--- src/rtl/add_arbiter.sv ---
// rtl/add_arbiter.sv - round-robin arbiter sharing one Kogge-Stone adder among NUM_REQ slots
// Result register is freed by res_ready in the same cycle a new slot is granted.

module add_arbiter_prefix_adder #(
  parameter int W = 64
) (
  input  logic [W-1:0] a_i,
  input  logic [W-1:0] b_i,
  input  logic         cin_i,
  output logic [W-1:0] sum_o,
  output logic         cout_o,
  output logic         ovf_o
);
  localparam int LV = $clog2(W);

  logic [W-1:0] half_sum;
  logic [W-1:0] g, p, g_n, p_n;
  logic [W:0]   carry;

  assign half_sum = a_i ^ b_i;

  // cin is folded into bit 0's generate so the prefix tree yields carry[i+1] = G[i:0]
  always_comb begin
    g    = a_i & b_i;
    p    = a_i ^ b_i;
    g[0] = g[0] | (p[0] & cin_i);
    g_n  = g;
    p_n  = p;
    for (int l = 0; l < LV; l++) begin
      g_n = g;
      p_n = p;
      for (int i = (1 << l); i < W; i++) begin
        g_n[i] = g[i] | (p[i] & g[i - (1 << l)]);
        p_n[i] = p[i] & p[i - (1 << l)];
      end
      g = g_n;
      p = p_n;
    end
  end

  assign carry  = {g, cin_i};
  assign sum_o  = half_sum ^ carry[W-1:0];
  assign cout_o = carry[W];
  assign ovf_o  = carry[W] ^ carry[W-1];
endmodule

module add_arbiter #(
  parameter int NUM_REQ = 4,
  parameter int WIDTH   = 64
) (
  input  logic                     clk,
  input  logic                     rst_n,
  input  logic [NUM_REQ-1:0]       req_valid,
  output logic [NUM_REQ-1:0]       req_ready,
  input  logic [NUM_REQ*WIDTH-1:0] req_a,
  input  logic [NUM_REQ*WIDTH-1:0] req_b,
  input  logic [NUM_REQ-1:0]       req_sub,
  output logic                     res_valid,
  input  logic                     res_ready,
  output logic [WIDTH-1:0]         res_sum,
  output logic                     res_cout,
  output logic                     res_ovf,
  output logic [2:0]               res_id
);
  logic [2:0]       last_q, last_d;
  logic             valid_q, valid_d;
  logic [WIDTH-1:0] sum_q, sum_d;
  logic             cout_q, cout_d;
  logic             ovf_q, ovf_d;
  logic [2:0]       id_q, id_d;

  logic [7:0]       valid_ext;
  logic [3:0]       cand;
  logic [2:0]       grant_idx;
  logic             grant_found;
  logic             res_free;
  logic             accept;

  logic [WIDTH-1:0] a_sel, b_sel, b_eff, add_sum;
  logic             sub_sel, add_cout, add_ovf;

  assign valid_ext = 8'(req_valid);

  // Search from the slot after the last accepted grant, wrapping at NUM_REQ
  always_comb begin
    grant_found = 1'b0;
    grant_idx   = 3'd0;
    cand        = 4'd0;
    for (int off = 1; off <= NUM_REQ; off++) begin
      cand = {1'b0, last_q} + 4'(off);
      if (cand >= 4'(NUM_REQ)) cand = cand - 4'(NUM_REQ);
      if (!grant_found && valid_ext[cand[2:0]]) begin
        grant_found = 1'b1;
        grant_idx   = cand[2:0];
      end
    end
  end

  assign res_free  = !valid_q || res_ready;
  assign accept    = rst_n && res_free && grant_found;
  assign req_ready = accept ? (NUM_REQ'(1) << grant_idx) : '0;

  always_comb begin
    a_sel   = '0;
    b_sel   = '0;
    sub_sel = 1'b0;
    for (int i = 0; i < NUM_REQ; i++) begin
      if (grant_idx == 3'(i)) begin
        a_sel   = req_a[i*WIDTH +: WIDTH];
        b_sel   = req_b[i*WIDTH +: WIDTH];
        sub_sel = req_sub[i];
      end
    end
  end

  assign b_eff = sub_sel ? ~b_sel : b_sel;

  add_arbiter_prefix_adder #(.W(WIDTH)) u_adder (
    .a_i    (a_sel),
    .b_i    (b_eff),
    .cin_i  (sub_sel),
    .sum_o  (add_sum),
    .cout_o (add_cout),
    .ovf_o  (add_ovf)
  );

  always_comb begin
    last_d  = last_q;
    valid_d = valid_q;
    sum_d   = sum_q;
    cout_d  = cout_q;
    ovf_d   = ovf_q;
    id_d    = id_q;
    if (accept) begin
      last_d  = grant_idx;
      valid_d = 1'b1;
      sum_d   = add_sum;
      cout_d  = add_cout;
      ovf_d   = add_ovf;
      id_d    = grant_idx;
    end else if (res_ready) begin
      valid_d = 1'b0;
    end
  end

  always_ff @(posedge clk or negedge rst_n) begin
    if (!rst_n) begin
      last_q  <= 3'(NUM_REQ - 1);
      valid_q <= 1'b0;
      sum_q   <= '0;
      cout_q  <= 1'b0;
      ovf_q   <= 1'b0;
      id_q    <= 3'd0;
    end else begin
      last_q  <= last_d;
      valid_q <= valid_d;
      sum_q   <= sum_d;
      cout_q  <= cout_d;
      ovf_q   <= ovf_d;
      id_q    <= id_d;
    end
  end

  assign res_valid = valid_q;
  assign res_sum   = sum_q;
  assign res_cout  = cout_q;
  assign res_ovf   = ovf_q;
  assign res_id    = id_q;
endmodule

--- config.mk ---
export PLATFORM = sky130hd
export DESIGN_NAME = add_arbiter
export DESIGN_NICKNAME = d
export VERILOG_FILES = /design/src/rtl/add_arbiter.sv
export SDC_FILE = /design/constraint.sdc
export NUM_CORES = 1
export LEC_CHECK = 0
export BUFFER_PORTS_ARGS = -buffer_cell sky130_fd_sc_hd__buf_2
export CORE_AREA = 2 2 234 236
export DETAILED_ROUTE_END_ITERATION = 10
export DIE_AREA = 0 0 236 238
export REMOVE_ABC_BUFFERS = 1
export SLEW_MARGIN = 20
export SYNTH_ARGS = -nofsm -noshare
export SYNTH_HDL_FRONTEND = slang
export SYNTH_SLANG_ARGS = --single-unit
--- constraint.sdc ---
create_clock -name clk -period 20.5 [get_ports clk]
set_input_delay 4.1 -clock clk [delete_from_list [all_inputs] [get_ports clk]]
set_output_delay 4.1 -clock clk [all_outputs]
set_load 0.05 [all_outputs]
==> out/summary.txt <==
Final setup fails: 0
Non-Filler Instances: 2689
Core box area: 53500 sq um
Final min period: 11.72 ns
Clock Latency Late Sink: 0.37 ns
Vias per cell: 4.65
Slew Limit Fails: 0
Count leader, synth: a21oi_1
Vias in the first global route: 12100
DR pass1 iterations: 5
Post-cts sizing count: 0
GRT overflow: 0
Max Freq: 0.0853 GHz
Placed insts: 2673
Final Util: 28.2%
#FFs+latches synth: 72
Synth cell count leaders: 202 x a21oi_1, 140 x mux2i_1, 129 x a211oi_1, 128 x and2_1, 122 x nand2_1
Worst EP arrival: 11.93 ns
Initial antenna violation count: 0
ANT nets after route: 0
Largest cells by area after synthesis: dfrtp_1 16%, mux2i_1 13%, a21oi_1 9.0%, a211oi_1 8.6%, ha_1 7.3%
Final hold vios: 0
Die Y: 238 um
Post-synth top area cell: dfrtp_1
Routed length per instance: 17.7 um
Worst setup EP type: flip-flop
Slew @ Worst Pin: 0.864 ns
Num CTS Buffers: 9
CTS Hold Buffers Added: 0
# DRC: 0
Largest net degree at the start of global routing: 108
Die W: 236 um
Crit Path Max Fanout: 72
CTS Buffer Depth: 2
Initial Utilization: 20.9%
Status: complete, no violations
Netlist cell types: 67
DR vias: 12500
# H-tree levels: 3
Final period utilization: 57.2%
Drt total wl: 47500 um
Post-synth ARST share: 100%
Boundary Pins: 597
Die ar.: 56200 sq um
Share of cells above drive strength 1: 32.8%
Setup Fix Bufs, Post-CTS: 0
Hold WC Path Type: reg2reg
DP HPWL: 39200 um
Crit path kind: in2reg
EDFF count, synth: 0
Ys Warns: 0
RSZ-0062 raised after global routing: no
# clock sinks: 72
Slew headroom: 42.4%
Mapped Area: 11200 sq um
Most used flip-flop cell after synthesis: dfrtp_1
Port Buffer Count: 596
CTS tree: built
Clock root buffer: clkbuf_16
Global-route wire length before repair: 70600 um
Reg clk slew, reported paths: 0.06 ns
Max-cap violations: 0
Final GP Congestion: 0.828
Final nets: 2577
Final Cell Area: 15100 sq um
Clock Skews: 0.0149 ns
Worst EP required: 20.71 ns
Area Growth Syn to Fin: 34.8%
Sequential share of the synthesized area: 16.1%
DRT iter0 DRCs: 593
GRT Overall Usage: 16.2%
Mean Syn Cell Area: 7.54 sq um
Placed inst area: 14800 sq um
Number of placement rows: 85
Cell count after synthesis: 1486
# diodes: 0
Top cell type's share of synthesized area: 15.6%
Filler cell count: 5998
CP Launch Type: input port
==> critical path: stages <==
cell and delay (ns):
buf_2 0.13, mux4_2 0.49, o31ai_1 0.29, a221o_4 0.70, mux2i_1 0.25, mux2i_4 0.17, buf_4 0.46, buf_4 0.59
xor2_1 0.21, fa_1 0.47, a21o_1 0.20, a21oi_1 0.22, o21bai_1 0.15, o21ai_0 0.47, o21ai_0 0.18, o21ai_0 0.64
a31oi_1 0.30, a221oi_1 0.78, o22ai_1 0.21, o221a_2 0.31, a41o_1 0.26, xor2_1 0.17, o21ai_0 0.09
==> state kept, by name, indices dropped and copies added (netlist names) <==
signal	flops
last_q	3
res_valid	1
res_sum	64
res_cout	1
res_ovf	1
res_id	2
==> metrics by stage <==
step,worst slack [ns],TNS (ns),hold slack [ns]
floorplan,-3.00,-123.12,0.531
global placement,8.57,0,0.459
detailed placement,8.47,0,0.460
CTS,8.83,0,0.478
global route,8.25,0,0.499
finish,8.78,0,0.474
==> cells by family (layout without fill, tap and decap cells) <==
group                      Yosys count  after routing  share of synthesized area (%)
DFF                                 72             72                           16.1
AOI/OAI and AO/OA                  553            553                           31.0
buffers and inverters              143            650                           4.92
muxes                              148            148                           13.5
and+or+nand+nor                    385            385                           17.7
adders and majority gates           66             66                           7.44
xor gates and xnor gates           119            119                           9.30
==> cell type report <==
cell class / count / area (sq um) / share of cell area (%)
clock buffers: 10 / 229 / 1.52
well taps: 696 / 871 / 5.77
multi-input cells: 1271 / 8890 / 58.9
inverters: 24 / 92.6 / 0.613
repair buffers: 610 / 3090 / 20.5
clock inverters: 6 / 116 / 0.771
flip-flops and latches: 72 / 1800 / 11.9
==> layout by cell type (no fill, tap or decap), drive strengths merged, types with 3 or more instances in the layout <==
cell / n
a211oi: 130
a21o: 45
a21oi: 205
a221o: 4
a221oi: 3
a31oi: 10
and2: 128
and3: 14
buf: 610
bufinv: 3
clkbuf: 10
dfrtp: 70
ha: 65
inv: 25
mux2: 5
mux2i: 142
nand2: 122
nand2b: 14
nand3: 22
nand4: 13
nor2: 38
nor2b: 5
nor3: 12
o211ai: 3
o21a: 6
o21ai: 88
o21bai: 25
o22ai: 3
o31ai: 9
or2: 3
or3: 5
xnor2: 34
xor2: 85
==> path summary, 6_finish.rpt <==
kind | endpoint | startpoint | slack, ns | cells past startpoint
max | res_ovf | req_valid[3] | 8.78 | 23
min | res_sum[58] | res_sum[58] | 0.47 | 2
max reg2reg | res_ovf | last_q[0] | 11.51 | 24
min reg2reg | res_sum[58] | res_sum[58] | 0.47 | 2
max in group asynchronous | res_sum[61] | rst_n | 15.71 | 2
min in group asynchronous | res_sum[18] | rst_n | 3.67 | 1
==> layer usage <==
layer	vias up	global-route usage, %	wire length, um
met3	26	2.73	2450
met1	5652	21.3	21900
met5	-	0	0
met4	0	3.40	534
li1	6458	-	-
met2	369	27.7	22600
Power is left out: the tool's default activity adds up to more than one toggle a clock period on the data nets, which glitch-free logic cannot reach.
